<file path="src/rtl/cdb_pkg.sv">
// rtl/cdb_pkg.sv - shared constants, payload struct and popcount helper for the CDB arbiter
package cdb_pkg;

    localparam int CDB_DATA_W = 32;
    localparam int CDB_TAG_W  = 5;

    // One broadcast payload as seen by reservation stations and the ROB
    typedef struct packed {
        logic [CDB_DATA_W-1:0] data;
        logic [CDB_TAG_W-1:0]  tag;
        logic                  exc;
    } cdb_pkt_t;

    // Number of set bits; callers zero-extend narrower vectors to 64 bits
    function automatic int popcount(input logic [63:0] v);
        int c;
        c = 0;
        for (int i = 0; i < 64; i++) begin
            if (v[i]) c++;
        end
        return c;
    endfunction

endpackage

</file>
<file path="src/rtl/cdb_rr_pick.sv">
// rtl/cdb_rr_pick.sv - combinational rotated-priority picker returning up to K one-hot picks
module cdb_rr_pick #(
    parameter  int N  = 4,
    parameter  int K  = 2,
    localparam int PW = $clog2(N),
    localparam int CW = $clog2(K + 1)
) (
    input  logic [N-1:0]   mask,
    input  logic [PW-1:0]  ptr,
    input  logic [CW-1:0]  limit,
    output logic [K*N-1:0] pick,
    output logic [CW-1:0]  count,
    output logic [PW-1:0]  last_pos
);

    logic [2*N-1:0] mask_dbl;
    logic [N-1:0]   mask_rot;
    logic [K*N-1:0] pick_rot;
    logic [2*N-1:0] pick_dbl;

    // Rotate the mask so bit r is producer (ptr + r) mod N
    always_comb begin
        mask_dbl = {mask, mask} >> ptr;
        mask_rot = mask_dbl[N-1:0];
    end

    // Walk rotated positions in order, handing out picks until the limit is reached
    always_comb begin
        pick_rot = '0;
        count    = '0;
        last_pos = '0;
        for (int r = 0; r < N; r++) begin
            if (mask_rot[r] && (count < limit)) begin
                for (int j = 0; j < K; j++) begin
                    if (count == CW'(j)) pick_rot[j*N + r] = 1'b1;
                end
                last_pos = PW'(r);
                count    = count + CW'(1);
            end
        end
    end

    // Rotate each pick back into producer index space
    always_comb begin
        pick     = '0;
        pick_dbl = '0;
        for (int j = 0; j < K; j++) begin
            pick_dbl         = {pick_rot[j*N +: N], pick_rot[j*N +: N]} << ptr;
            pick[j*N +: N]   = pick_dbl[2*N-1:N];
        end
    end

endmodule

</file>
<file path="src/rtl/cdb_kport_arbiter.sv">
// rtl/cdb_kport_arbiter.sv - N-producer to K-channel CDB arbiter with starvation guard; CDB_PERF_EN adds perf counters
module cdb_kport_arbiter
    import cdb_pkg::*;
#(
    parameter int N            = 4,
    parameter int K            = 2,
    parameter int DATA_W       = CDB_DATA_W,
    parameter int TAG_W        = CDB_TAG_W,
    parameter int STARVE_LIMIT = 3
) (
    input  logic                      clk,
    input  logic                      rst,
    input  logic                      flush,
    input  logic [N-1:0]              req,
    input  logic [N*DATA_W-1:0]       data_in,
    input  logic [N*TAG_W-1:0]        tag_in,
    input  logic [N-1:0]              exc_in,
    output logic [N-1:0]              grant,
    output logic [K-1:0]              cdb_valid,
    output logic [K*DATA_W-1:0]       cdb_data,
    output logic [K*TAG_W-1:0]        cdb_tag,
    output logic [K-1:0]              cdb_exc,
`ifdef CDB_PERF_EN
    output logic [31:0]               perf_grants,
    output logic [31:0]               perf_conflicts,
`endif
    output logic [K*$clog2(N)-1:0]    cdb_src
);

    localparam int PW  = $clog2(N);
    localparam int PW1 = PW + 1;
    localparam int WW  = $clog2(STARVE_LIMIT + 1);
    localparam int CW  = $clog2(K + 1);

    logic [PW-1:0]       ptr_q, ptr_d;
    logic [N*WW-1:0]     wait_q, wait_d;
    logic [K-1:0]        cdb_valid_q, cdb_valid_d;
    logic [K*DATA_W-1:0] cdb_data_q, cdb_data_d;
    logic [K*TAG_W-1:0]  cdb_tag_q, cdb_tag_d;
    logic [K-1:0]        cdb_exc_q, cdb_exc_d;
    logic [K*PW-1:0]     cdb_src_q, cdb_src_d;

    logic [N-1:0]        urgent, fill_mask, grant_int;
    logic [K*N-1:0]      u_pick, f_pick, chan_oh;
    logic [CW-1:0]       u_cnt, f_cnt, f_limit;
    logic [PW-1:0]       u_last, f_last, max_pos;
    logic [K-1:0]        chan_vld;
    logic [K*PW-1:0]     chan_src;
    logic [PW:0]         ptr_sum;

    // A requester becomes urgent once its wait counter has saturated
    always_comb begin
        urgent = '0;
        for (int i = 0; i < N; i++) begin
            urgent[i] = req[i] && (wait_q[i*WW +: WW] == WW'(STARVE_LIMIT));
        end
    end

    assign fill_mask = req & ~urgent;
    assign f_limit   = CW'(K) - u_cnt;

    cdb_rr_pick #(.N(N), .K(K)) u_urgent_pick (
        .mask     (urgent),
        .ptr      (ptr_q),
        .limit    (CW'(K)),
        .pick     (u_pick),
        .count    (u_cnt),
        .last_pos (u_last)
    );

    cdb_rr_pick #(.N(N), .K(K)) u_fill_pick (
        .mask     (fill_mask),
        .ptr      (ptr_q),
        .limit    (f_limit),
        .pick     (f_pick),
        .count    (f_cnt),
        .last_pos (f_last)
    );

    // Channels take urgent picks first, then fill picks; flush suppresses all grants
    always_comb begin
        chan_oh = '0;
        if (!flush) begin
            for (int j = 0; j < K; j++) begin
                if (j < int'(u_cnt)) begin
                    chan_oh[j*N +: N] = u_pick[j*N +: N];
                end else begin
                    for (int m = 0; m < K; m++) begin
                        if (int'(u_cnt) + m == j) chan_oh[j*N +: N] = f_pick[m*N +: N];
                    end
                end
            end
        end
    end

    // Per-channel valid, source index and the merged grant vector
    always_comb begin
        grant_int = '0;
        chan_vld  = '0;
        chan_src  = '0;
        for (int j = 0; j < K; j++) begin
            grant_int   = grant_int | chan_oh[j*N +: N];
            chan_vld[j] = |chan_oh[j*N +: N];
            for (int i = 0; i < N; i++) begin
                if (chan_oh[j*N + i]) chan_src[j*PW +: PW] = PW'(i);
            end
        end
    end

    assign grant = rst ? '0 : grant_int;

    // Pointer advances past the granted producer furthest along in rotated order
    always_comb begin
        if (f_cnt != '0 && (u_cnt == '0 || f_last > u_last)) max_pos = f_last;
        else                                                  max_pos = u_last;
        ptr_sum = {1'b0, ptr_q} + {1'b0, max_pos} + PW1'(1);
        ptr_d   = ptr_q;
        if (|grant_int) begin
            ptr_d = (ptr_sum >= PW1'(N)) ? PW'(ptr_sum - PW1'(N)) : PW'(ptr_sum);
        end
    end

    // Load channel payloads from granted producers; idle channels keep their payload
    always_comb begin
        cdb_valid_d = chan_vld;
        cdb_data_d  = cdb_data_q;
        cdb_tag_d   = cdb_tag_q;
        cdb_exc_d   = cdb_exc_q;
        cdb_src_d   = cdb_src_q;
        for (int j = 0; j < K; j++) begin
            if (chan_vld[j]) begin
                cdb_src_d[j*PW +: PW] = chan_src[j*PW +: PW];
                for (int i = 0; i < N; i++) begin
                    if (chan_oh[j*N + i]) begin
                        cdb_data_d[j*DATA_W +: DATA_W] = data_in[i*DATA_W +: DATA_W];
                        cdb_tag_d[j*TAG_W +: TAG_W]    = tag_in[i*TAG_W +: TAG_W];
                        cdb_exc_d[j]                   = exc_in[i];
                    end
                end
            end
        end
    end

    // Wait counters count consecutive ungranted request cycles, saturating at the limit
    always_comb begin
        wait_d = '0;
        for (int i = 0; i < N; i++) begin
            if (flush || !req[i] || grant_int[i]) begin
                wait_d[i*WW +: WW] = '0;
            end else if (wait_q[i*WW +: WW] == WW'(STARVE_LIMIT)) begin
                wait_d[i*WW +: WW] = wait_q[i*WW +: WW];
            end else begin
                wait_d[i*WW +: WW] = wait_q[i*WW +: WW] + WW'(1);
            end
        end
    end

    // Arbiter state and registered broadcast channels
    always_ff @(posedge clk or posedge rst) begin
        if (rst) begin
            ptr_q       <= '0;
            wait_q      <= '0;
            cdb_valid_q <= '0;
            cdb_data_q  <= '0;
            cdb_tag_q   <= '0;
            cdb_exc_q   <= '0;
            cdb_src_q   <= '0;
        end else begin
            ptr_q       <= ptr_d;
            wait_q      <= wait_d;
            cdb_valid_q <= cdb_valid_d;
            cdb_data_q  <= cdb_data_d;
            cdb_tag_q   <= cdb_tag_d;
            cdb_exc_q   <= cdb_exc_d;
            cdb_src_q   <= cdb_src_d;
        end
    end

    assign cdb_valid = cdb_valid_q;
    assign cdb_data  = cdb_data_q;
    assign cdb_tag   = cdb_tag_q;
    assign cdb_exc   = cdb_exc_q;
    assign cdb_src   = cdb_src_q;

`ifdef CDB_PERF_EN
    logic [31:0] perf_grants_q, perf_grants_d;
    logic [31:0] perf_conflicts_q, perf_conflicts_d;

    // Grant total and oversubscribed-cycle count; only reset clears them
    always_comb begin
        perf_grants_d    = perf_grants_q + 32'(popcount(64'(grant_int)));
        perf_conflicts_d = perf_conflicts_q;
        if (popcount(64'(req)) > K) perf_conflicts_d = perf_conflicts_q + 32'd1;
    end

    // Performance counter registers
    always_ff @(posedge clk or posedge rst) begin
        if (rst) begin
            perf_grants_q    <= '0;
            perf_conflicts_q <= '0;
        end else begin
            perf_grants_q    <= perf_grants_d;
            perf_conflicts_q <= perf_conflicts_d;
        end
    end

    assign perf_grants    = perf_grants_q;
    assign perf_conflicts = perf_conflicts_q;
`endif

endmodule
</file>
<file path="config.mk">
export PLATFORM = sky130hd
export DESIGN_NAME = cdb_kport_arbiter
export DESIGN_NICKNAME = d
export VERILOG_FILES = /design/src/rtl/cdb_pkg.sv /design/src/rtl/cdb_rr_pick.sv /design/src/rtl/cdb_kport_arbiter.sv
export SDC_FILE = /design/constraint.sdc
export NUM_CORES = 1
export LEC_CHECK = 0
export ABC_AREA = 1
export CAP_MARGIN = 40
export CORE_ASPECT_RATIO = 1.2
export CORE_MARGIN = 2
export CORE_UTILIZATION = 48
export DETAILED_ROUTE_END_ITERATION = 6
export PLACE_DENSITY = 0.89
export SLEW_MARGIN = 20
export SYNTH_ARGS = -nofsm -noshare
export SYNTH_HDL_FRONTEND = slang
export SYNTH_HIERARCHICAL = 1
export SYNTH_SLANG_ARGS = --single-unit
</file>
<file path="constraint.sdc">
create_clock -name clk -period 12 [get_ports clk]
set_input_delay 2.4 -clock clk [delete_from_list [all_inputs] [get_ports clk]]
set_output_delay 2.4 -clock clk [all_outputs]
set_load 0.02 [all_outputs]
</file>
==> impl_metrics.ini <==
[outcome]
status = finished clean

[timing]
max_clock_freq_mhz = 88.62
hold_viol = 0
period_share = 0.9403
setup_viol = 0
worst_pin_slew_ns = 0.8532
slew_violations = 0
clock-skew-final_ns = 0.01066
whs_ns = 0.4769
slew_headroom = 0.4312
fin_crit_ns = 11.28
setup_ws_ns = 0.7165

[worst_setup_path]
critPathMaxStageDelay_ns = 0.52
crit_required_ns = 9.60
worstPathMaxFanout = 5
cp_slowest_cell = clkdlybuf4s50_1
worstPathArrival_ns = 8.88
crit_buf_inv = 13
cp-end-kind = output pin
critPathLaunchType = input port
critPathKind = in2out
crit_family = simple AND/OR/NAND/NOR gates

[floorplan]
dieArea_mm2 = 0.01704
dieWidth_um = 119.5
core_region_area_mm2 = 0.01564
start_util = 0.4912
core.rowCount = 50
pin_count = 245
die_h_um = 142.6

[grt]
grt_first_pass_wirelength_mm = 41.88
grt_max_degree = 78
grt_use_total = 0.3120
antenna_found_initial = 0
met2_usage = 0.5197
grt.busiest_layer = met2
grt_pass1_vias = 8080
grt-ovfl-total = 0
use_met3 = 0.05288
use_met1 = 0.3889

[synth]
syn-cell-area_mm2 = 0.007682
synth-seq-area-share = 0.2997
ys_ff_latch = 92
synthTopCellsByArea = dfrtp_1 30%, nand2_1 19%, inv_1 6.6%
avgSynthCellArea_um2 = 6.456
netlist_instances = 1190
synth_top_area_share = 0.2997
yosys_warnings = 6
synth_top_cell_by_area = dfrtp_1
synth.distinct_cells = 32

[finish]
fin_util = 0.6723
final_cells = 1615
area.sequential_mm2 = 0.002302
layout-drive-gt1-share = 0.06112
nNetsFinal = 1587
diodes = 0
multi_input_area_mm2 = 0.004461
fillers = 1374
area_delta_synth_final_pct = 36.87

[place]
placed_cells = 1596
gp_congestion = 0.9827
port_buffers = 244
preCtsSetupSlack_ns = 0.1942
dpl.hpwl_mm = 18.86

[clocking]
ctsHtreeMaxLevel = 3
cts_root_buf = clkbuf_16
clockBufferDepth = 2
cts.clk_slew.worst_paths_ns = 0.06
clock-sinks = 92
cts_made_buffers = 9
postCtsHoldBufs = 0
clkLatencyLatePin_ns = 0.35
cts_tree = yes

[detailed_routing]
wire_per_inst_um = 16.68
routed_wl_mm = 26.94
via_per_inst = 5.414
first_pass_iters = 5
drtIter0Drc = 881
drc = 0
antenna_left = 0
vias = 8744

[job]
timing.max_cap.violations = 0

[min_path]
hold_class = reg2reg
registers in the layout (all words and copies together) (netlist names):
register	cells
cdb_data	64
cdb_exc	2
cdb_src	4
cdb_tag	10
cdb_valid	2
ptr_q	2
wait_q	8
placed cells by master, fill, tap and decap left out, types with 20 or more instances in the layout:
master	instances
nand2_1	392
clkdlybuf4s50_1	240
inv_1	134
nor2_1	115
dfrtp_1	92
o21ai_0	78
a31oi_1	68
o211ai_1	60
nand3_1	44
a21oi_1	27
ha_1	26
buf_4	20
final cells by class:
class | instances | area share
well taps | 208 | 0.02475
multi-input cells | 885 | 0.4242
flip-flops and latches | 92 | 0.2189
clock buffers | 13 | 0.02475
repair buffers | 266 | 0.2520
inverters | 148 | 0.05331
clock inverters | 3 | 0.002023
synth_stat cells (all sizes together):
| cell | count |
|---|---|
| a21boi | 1 |
| a21oi | 29 |
| a31oi | 68 |
| buf | 47 |
| clkbuf | 23 |
| conb | 2 |
| dfrtp | 92 |
| ha | 26 |
| inv | 148 |
| mux2i | 12 |
| nand2 | 408 |
| nand3 | 54 |
| nand4 | 3 |
| nor2 | 117 |
| nor3 | 2 |
| o211ai | 60 |
| o21a | 4 |
| o21ai | 84 |
| o21bai | 2 |
| o221ai | 1 |
| or2 | 1 |
| xor2 | 6 |
worst reg2reg max path, delay by kind of cell, from the launching register on:
family	cells	cell delay, ns
adders and majority gates	5	1.44
AOI/OAI and AO/OA	8	1.14
buffers and inverters	12	2.59
xor gates and xnor gates	1	0.20
and+or+nand+nor	23	2.45
DFF	1	0.34
path summary, 6_finish.rpt:
check	endpoint	slack (ns)	cells past startpoint	startpoint
setup / recovery	grant[0]	0.72	48	req[1]
hold / removal	cdb_src[3]$_DFFE_PP0P_	0.48	2	cdb_src[3]$_DFFE_PP0P_
setup reg to reg	cdb_data[16]$_DFFE_PP0P_	3.71	49	ptr_q[1]$_DFFE_PP0P_
hold reg to reg	cdb_src[3]$_DFFE_PP0P_	0.48	2	cdb_src[3]$_DFFE_PP0P_
max in group asynchronous	cdb_data[30]$_DFFE_PP0P_	8.60	4	rst
min in group asynchronous	wait_q[4]$_DFFE_PP0P_	2.58	2	rst
cell families after synthesis:
logic type / Yosys count / share of synthesized area
xor gates and xnor gates: 6 / 0.006840
and+or+nand+nor: 585 / 0.3142
muxes: 12 / 0.01564
adders and majority gates: 26 / 0.04235
buffers and inverters: 218 / 0.1238
other: 2 / 0.0009776
AOI/OAI and AO/OA: 249 / 0.1966
DFF: 92 / 0.2997
repair_timing:
item / 4_1_cts / 5_1_grt
setup buffers: 0 / 1
endpoints found under the setup margin: 0 / 4
resized for setup: 0 / 10
through the flow:
stage	setup TNS (ns)	instance area (um^2)
finish	0	10520
global route	-0.02166	10520
CTS	0	10440
detailed placement	0	10160
global placement	0	10160
floorplan	0	7701
per-layer routing:
| metal | part of all wire | up-vias | wire (um) |
|---|---|---|---|
| met5 | 0 | - | 0 |
| met4 | 0.047 | 0 | 1253 |
| met3 | 0.082 | 78 | 2198 |
| met2 | 0.48 | 429 | 12820 |
| met1 | 0.40 | 3964 | 10660 |
| li1 | - | 4273 | - |
Power is left out: the tool's default activity adds up to more than one toggle a clock period on the data nets, which glitch-free logic cannot reach.
